### config.mk
export PLATFORM = sky130hd
export DESIGN_NAME = if_fetch_stage
export DESIGN_NICKNAME = d
export VERILOG_FILES = /design/src/rtl/if_fetch_stage.sv
export SDC_FILE = /design/constraint.sdc
export NUM_CORES = 1
export LEC_CHECK = 0
export ABC_AREA = 0
export BUFFER_PORTS_ARGS = -buffer_cell sky130_fd_sc_hd__buf_2
export CORE_MARGIN = 3
export CORE_UTILIZATION = 36
export CTS_CLUSTER_DIAMETER = 30
export DETAILED_ROUTE_END_ITERATION = 8
export SETUP_SLACK_MARGIN = 0.02
export SKIP_LAST_GASP = 1
export SLEW_MARGIN = 10
export SYNTH_ARGS = -nofsm -noshare
export SYNTH_HDL_FRONTEND = slang
export SYNTH_SLANG_ARGS = --single-unit
### constraint.sdc
create_clock -name clk -period 2.7 [get_ports clk]
set_input_delay 0.405 -clock clk [delete_from_list [all_inputs] [get_ports clk]]
set_output_delay 0.405 -clock clk [all_outputs]
set_load 0.05 [all_outputs]
### src/rtl/if_fetch_stage.sv
// Instruction fetch stage with IF/ID pipeline register.
// Single-outstanding imem port, one-entry skid buffer for stalls.
//
// Ports:
//   clk, rst_n                 clock, async active-low reset
//   PC_EN_IF                   permission to issue a new fetch
//   reg_FD_stall, reg_FD_flush hold / squash+redirect IF/ID
//   jump_PC_ID                 redirect target while flushing
//   imem_req/addr/gnt          fetch request handshake
//   imem_rvalid/rdata          fetch response
//   PC_IF                      current fetch PC
//   PC_ID, inst_ID, valid_ID   IF/ID register contents
module if_fetch_stage #(
    parameter logic [31:0] RESET_PC = 32'h0000_0000,
    parameter logic [31:0] NOP      = 32'h0000_0013
) (
    input  logic        clk,
    input  logic        rst_n,
    input  logic        PC_EN_IF,
    input  logic        reg_FD_stall,
    input  logic        reg_FD_flush,
    input  logic [31:0] jump_PC_ID,
    output logic        imem_req,
    output logic [31:0] imem_addr,
    input  logic        imem_gnt,
    input  logic        imem_rvalid,
    input  logic [31:0] imem_rdata,
    output logic [31:0] PC_IF,
    output logic [31:0] PC_ID,
    output logic [31:0] inst_ID,
    output logic        valid_ID
);

    localparam logic [1:0] S_IDLE  = 2'd0;
    localparam logic [1:0] S_WAIT  = 2'd1;
    localparam logic [1:0] S_DRAIN = 2'd2;

    logic [1:0]  r_state;
    logic [1:0]  w_state_nxt;
    logic [31:0] r_pc;
    logic [31:0] r_req_pc;
    logic        r_buf_valid;
    logic [31:0] r_buf_inst;
    logic [31:0] r_buf_pc;
    logic [31:0] r_pc_id;
    logic [31:0] r_inst_id;
    logic        r_valid_id;

    logic        w_redirect;
    logic        w_rsp;
    logic        w_fire;
    logic        w_pending;

    // A stall masks the flush; the hazard unit re-asserts it later.
    assign w_redirect = reg_FD_flush & ~reg_FD_stall;

    // Response belonging to a live (not killed) request.
    assign w_rsp = (r_state == S_WAIT) & imem_rvalid;

    // Re-issue in the response cycle gives 1 IPC at latency 1.
    assign imem_req = rst_n & PC_EN_IF & ~w_redirect & ~r_buf_valid
                    & ((r_state == S_IDLE) | (w_rsp & ~reg_FD_stall));

    assign w_fire = imem_req & imem_gnt;

    // Request still in flight after this cycle.
    assign w_pending = (r_state != S_IDLE) & ~imem_rvalid;

    assign imem_addr = r_pc;
    assign PC_IF     = r_pc;
    assign PC_ID     = r_pc_id;
    assign inst_ID   = r_inst_id;
    assign valid_ID  = r_valid_id;

    always_comb begin
        w_state_nxt = r_state;
        if (w_redirect) begin
            w_state_nxt = w_pending ? S_DRAIN : S_IDLE;
        end else if (w_fire) begin
            w_state_nxt = S_WAIT;
        end else if (imem_rvalid && r_state != S_IDLE) begin
            w_state_nxt = S_IDLE;
        end
    end

    always_ff @(posedge clk or negedge rst_n) begin
        if (!rst_n) begin
            r_state  <= S_IDLE;
            r_pc     <= RESET_PC;
            r_req_pc <= RESET_PC;
        end else begin
            r_state <= w_state_nxt;
            if (w_redirect) begin
                r_pc <= jump_PC_ID;
            end else if (w_fire) begin
                r_pc <= r_pc + 32'd4;
            end
            if (w_fire) begin
                r_req_pc <= r_pc;
            end
        end
    end

    always_ff @(posedge clk or negedge rst_n) begin
        if (!rst_n) begin
            r_buf_valid <= 1'b0;
            r_buf_inst  <= NOP;
            r_buf_pc    <= 32'd0;
        end else if (w_redirect) begin
            r_buf_valid <= 1'b0;
        end else if (reg_FD_stall) begin
            if (w_rsp) begin
                r_buf_valid <= 1'b1;
                r_buf_inst  <= imem_rdata;
                r_buf_pc    <= r_req_pc;
            end
        end else if (r_buf_valid) begin
            r_buf_valid <= 1'b0;
        end
    end

    always_ff @(posedge clk or negedge rst_n) begin
        if (!rst_n) begin
            r_pc_id    <= 32'd0;
            r_inst_id  <= NOP;
            r_valid_id <= 1'b0;
        end else if (reg_FD_stall) begin
            r_pc_id    <= r_pc_id;
        end else if (reg_FD_flush) begin
            r_inst_id  <= NOP;
            r_valid_id <= 1'b0;
        end else if (r_buf_valid) begin
            r_pc_id    <= r_buf_pc;
            r_inst_id  <= r_buf_inst;
            r_valid_id <= 1'b1;
        end else if (w_rsp) begin
            r_pc_id    <= r_req_pc;
            r_inst_id  <= imem_rdata;
            r_valid_id <= 1'b1;
        end else begin
            r_inst_id  <= NOP;
            r_valid_id <= 1'b0;
        end
    end

endmodule
; Word level (Yosys, flattened, before mapping)
; Index checks and enable logic that the tools add are counted.
[op_classes]
mul = 0
reduce_logical = 8
div_mod_pow = 0
n_bitwise = 15
n_eq_ne = 2
magnitude_cmp = 0
mux = 17
addsub = 1
shifts = 0
[ops]
columns = op, n
row1 = 32-bit 2-to-1 mux, 7
row2 = "32-bit by 3-bit adder with 32-bit output, second input constant", 1
row3 = 1-bit bitwise AND, 9
row4 = 2-bit 2-to-1 mux, 4
row5 = 1-bit 2-to-1 mux, 6
row6 = 3-bit AND reduction, 2
row7 = 2-bit nonzero test, 3
row8 = 1-bit inverter, 5
row9 = "3-bit by 1-bit != test with 1-bit output, second input constant", 1
row10 = 3-bit nonzero test, 1
row11 = "2-bit by 1-bit equality test with 1-bit output, second input constant", 1
row12 = 2-bit zero test, 1
row13 = 1-bit logical AND, 1
row14 = 1-bit OR, 1
[totals]
ff_bits = 196
romBits = 0
ramBits = 0
latch_bits = 0
mem_count = 0

; Longest topological paths before layout
[logic_depth]
depth_word = 9
depth_mapped = 7
ltp_nobuf = 6

; Worst setup path before layout
; No wires, ideal clock.
[synth_timing]
path_type = register to register
startpoint = reg r_pc[2], in the netlist PC_IF[2]
endpoint = reg r_pc[28], in the netlist PC_IF[28]
stages_incl_launch_ff = 7
n_path_buf = 0
slack_ns = 0.512
t_arrival_ns = 2.117
cell_sequence = dfrtp_1 -> ha_1 -> nand3_1 -> nor3b_4 -> nand2_2 -> or4_1 -> nand3_1
[synth_via]
elab_chain_len = 3
[synth_lines]
columns = item, line_no
row1 = start: declaration, 40  ; logic [31:0] r_pc;
row2 = start signal: assignment, 94  ; r_pc <= jump_PC_ID;
row3 = start signal: assignment, 96  ; r_pc <= r_pc + 32'd4;
row4 = 32-bit by 3-bit adder with 32-bit output, 96
row5 = 32-bit 2-to-1 mux, 95  ; end else if (w_fire) begin
row6 = 32-bit 2-to-1 mux, 93  ; if (w_redirect) begin
; No other way between the ends. The select of a mux whose other input is x is not followed.
; A chain may end at the register's enable or synchronous reset.

; Worst setup path after layout
; Same ends and word-level chain as after synthesis.

==> impl_metrics.yaml <==
job:
  timing.max_cap.violations: 0
global_routing:
  via_count_of_the_first_global_routing_pass: 6380
  grt_first_pass_wirelength_um: 35910
  grt_overflow_total: 0
  grt_util_all_layers: 0.1738
  antenna_found_initial: 1
  maximum_number_of_pins_on_one_net_before_global_route_repair: 113
place:
  io_buffers: 200
  dp_hpwl_um: 15470
  numPlacedInstances: 1277
  gp_routability_congestion: 0.7590
  placement.setup.worst_slack_ns: 0.5527
yosys:
  synth_simple_gate_area_frac: 0.1389
  synth.avg_cell_area_um2: 10.64
  synthArstFlopShare: 1.000
  largest_family_of_logic_cells_by_synthesized_area: "simple AND/OR/NAND/NOR gates"
  synth_seq_area_share: 0.5653
  synth_seq_cells: 196
  synth_enable_flop_cells: 0
  number_of_cells_produced_by_synthesis: 817
  unique_cell_type_count_in_the_yosys_netlist: 49
  yosys-mux-area-fraction: 0.1198
  yosys_most_used_dff: "dfrtp_1"
  synth_fp_nets: 889
  synth_compound_area_frac: 0.1204
  synth_fa_ha_area_frac: 0.001440
  yosys_warnings: 0
  netlist_area_um2: 8690
  synth_xor_area_frac: 0.001008
route:
  drt-wirelength-per-cell_um: 17.26
  vias_after_detailed_routing: 6610
  wirelength_um: 22600
  drt_iter0_drc: 440
  vias_per_inst: 5.050
  detail_route.first_pass.iterations: 4
  route.detailed.drc: 0
  number_of_nets_with_antenna_violations_after_detailed_routing: 0
pwr:
  clock_power_share: 0.274
  switching_component_of_the_power_uw: 3320
  power_density_nw_per_um2: 847.2
  static_power_due_to_leakage_uw: 0.005029
  totalPowerFinal_uw: 8853
  p_seq_frac: 0.457
  power.combinational.fraction: 0.269
  switching_share: 0.3750
  vdd.ir_drop.worst_mv: 0.3654
  internal_power_uw: 5533
critical_path:
  critPathLaunchType: "flop"
  timing.critical_path.fanout_max: 8
  worst-endpoint-required_ns: 3.05
  timing.critical_path.cells: "ha_1, nand3_1, nor3b_4, nand2_2, or4_1, nand3_1"
  critical_path_arrival_ns: 2.50
  critical_path.slowest_cell: "dfrtp_1"
  critPathMaxStageDelay_ns: 0.51
  beginning_of_the_worst_register_to_register_path: "PC_IF[2]$_DFFE_PN0P_"
  most_common_cell_on_crit_path: "nand3_1"
  crit_type: "reg2reg"
  cp_capture_type: "flop"
  timing.critical_path.from: "PC_IF[2]$_DFFE_PN0P_"
die:
  design.die.area_um2: 26040
  die_y_um: 161.4
  core_region_area_um2: 23610
  die_width_um: 161.4
  design.portCount: 201
  rows: 56
  initial_utilization: 0.3680
clock_network:
  cts-resized-gates: 0
  clock_tree.root_cell: "clkbuf_16"
  cts_hold_repair.buffers: 0
  max-clock-path-buffers: 2
  clock_transition_time_at_the_flip_flop_clock_pins_of_the_worst_setup_and_hold_paths_ns: 0.08
  cts.htree.levels: 4
  numClockSinks: 196
  worstSkewPairLatency_ns: 0.42
  post-cts-setup-buffer-count: 0
  cts_tree: "done"
  cts_made_buffers: 17
sta:
  timing_hold_violations_final: 0
  setup_viol: 0
  final_min_period_over_clock_period: 0.7965
  timing_max_transition_violations_final: 0
  timing.fmax_mhz: 465.0
  rsz0062_at_grt: "no"
  worst_slew_pin_slew_ns: 0.8186
  skew_ns: 0.01174
  max-slew-margin-rel: 0.4543
  holdWs_ns: 0.04568
  period_minus_slack_ns: 2.150
  post_layout_worst_setup_margin_ns: 0.5496
  setup_tns_ns: 0
final_layout:
  finish.net_count: 1049
  antennaDiodeCount: 0
  final-instance-count-excl-fill: 1309
  area_growth_pct: 20.26
  fillCellCount: 2307
  drive_above_1_share: 0.3374
min_path:
  holdCritPathClass: "in2async"
outcome:
  run_status: "finished, final reports clean"
==> logic make-up after synthesis <==
group	Yosys count
xor gates and xnor gates	1
DFF	196
and+or+nand+nor	276
muxes	96
adders and majority gates	1
AOI/OAI and AO/OA	159
buffers and inverters	88
==> power groups by stage <==
| stage | logic (uW) | clock network (uW) | registers (uW) |
|---|---|---|---|
| 3_5_place_dp | 2410 | 0 | 4100 |
| 4_1_cts | 2420 | 2510 | 4050 |
| 5_1_grt | 2560 | 2640 | 4140 |
| 6_report | 2380 | 2430 | 4040 |
| 3_3_place_gp | 2380 | 0 | 4070 |
| 2_1_floorplan | 1060 | 0 | 4800 |
==> metal layers <==
metal / share of wire / routed length, um / up-vias / global-route usage
li1: - / - / 3151 / -
met1: 0.47 / 10690 / 3231 / 0.2549
met2: 0.46 / 10310 / 208 / 0.2665
met3: 0.062 / 1409 / 18 / 0.03591
met4: 0.0077 / 174 / 2 / 0.03950
met5: 0.00040 / 9 / - / 0
==> worst paths after layout <==
path / endpoint / slack, ns / cells after the start
worst max-delay path: PC_IF[28]$_DFFE_PN0P_ / 0.55 / 6
worst max register to register: PC_IF[28]$_DFFE_PN0P_ / 0.55 / 6
min in group clk: r_state[1]$_DFFE_PN0P_ / 0.17 / 2
worst min register to register: inst_ID[0]$_DFFE_PN1N_ / 0.46 / 2
max in group asynchronous: PC_IF[13]$_DFFE_PN0P_ / 1.54 / 3
worst min-delay path: inst_ID[14]$_DFFE_PN0N_ / 0.05 / 2
==> metrics by stage <==
| stage | cell area (um^2) | utilization |
|---|---|---|
| final | 10450 | 0.4426 |
| after global routing | 10450 | 0.4426 |
| after detailed placement | 9892 | 0.4189 |
| after floorplan | 8690 | - |
| after global placement | 9892 | 0.4189 |
| after CTS | 10450 | 0.4426 |
==> layout make-up <==
cell class | instances | area (um^2) | area share
sequential | 196 | 4916 | 0.4704
clock inverter | 13 | 115.1 | 0.01102
timing repair buffer | 220 | 1187 | 0.1136
inverter | 9 | 33.78 | 0.003233
tap | 319 | 399.1 | 0.03819
clock buffer | 19 | 442.9 | 0.04239
multi-input combinational | 533 | 3356 | 0.3211
==> critical path, delay by kind of cell (launching register included) <==
family                   cells  cell delay, ns
AND/OR/NAND/NOR              5            1.33
adder cells (fa/ha/maj)      1            0.25
flip-flops                   1            0.51
==> state kept, by name, summed over array words and instances (netlist names) <==
signal       count
PC_IF           32
r_buf_pc        32
inst_ID         32
r_state          2
valid_ID         1
r_buf_valid      1
r_buf_inst      32
r_req_pc        32
PC_ID           32
==> cells in the final DEF, fill, tap and decap left out, types with 3 or more instances in the layout <==
| cell type | Yosys | layout |
|---|---|---|
| inv_6 | 0 | 3 |
| o311ai_0 | 9 | 9 |
| buf_2 | 8 | 198 |
| or3_1 | 3 | 3 |
| buf_4 | 32 | 19 |
| a22oi_1 | 33 | 33 |
| nand3_1 | 24 | 24 |
| nand2_1 | 195 | 194 |
| mux2_2 | 64 | 64 |
| clkbuf_16 | 0 | 17 |
| nor2_1 | 13 | 13 |
| nand4_1 | 5 | 5 |
| mux2i_1 | 32 | 32 |
| nor2b_1 | 6 | 4 |
| a211oi_1 | 3 | 3 |
| and3_1 | 6 | 6 |
| a221o_1 | 6 | 6 |
| inv_1 | 9 | 9 |
| a21oi_1 | 7 | 7 |
| o21ai_0 | 74 | 74 |
| dfstp_2 | 6 | 6 |
| nor4_1 | 4 | 4 |
| dfrtp_1 | 190 | 189 |
| clkinv_4 | 0 | 4 |
| o211ai_1 | 15 | 15 |
| or4_1 | 3 | 3 |
| inv_8 | 0 | 3 |
| nor3_1 | 4 | 4 |
==> cell usage after synthesis, types with 13 or more instances <==
library cell  number  area, um^2
a22oi_1           33       247.7
buf_4             32       240.2
clkbuf_1          33       123.9
dfrtp_1          190        4755
mux2_2            64       720.7
mux2i_1           32       320.3
nand2_1          195       732.0
nand3_1           24       120.1
nor2_1            13       48.80
o211ai_1          15       112.6
o21ai_0           74       370.4
No activity file was read; power rests on OpenSTA's default activity.
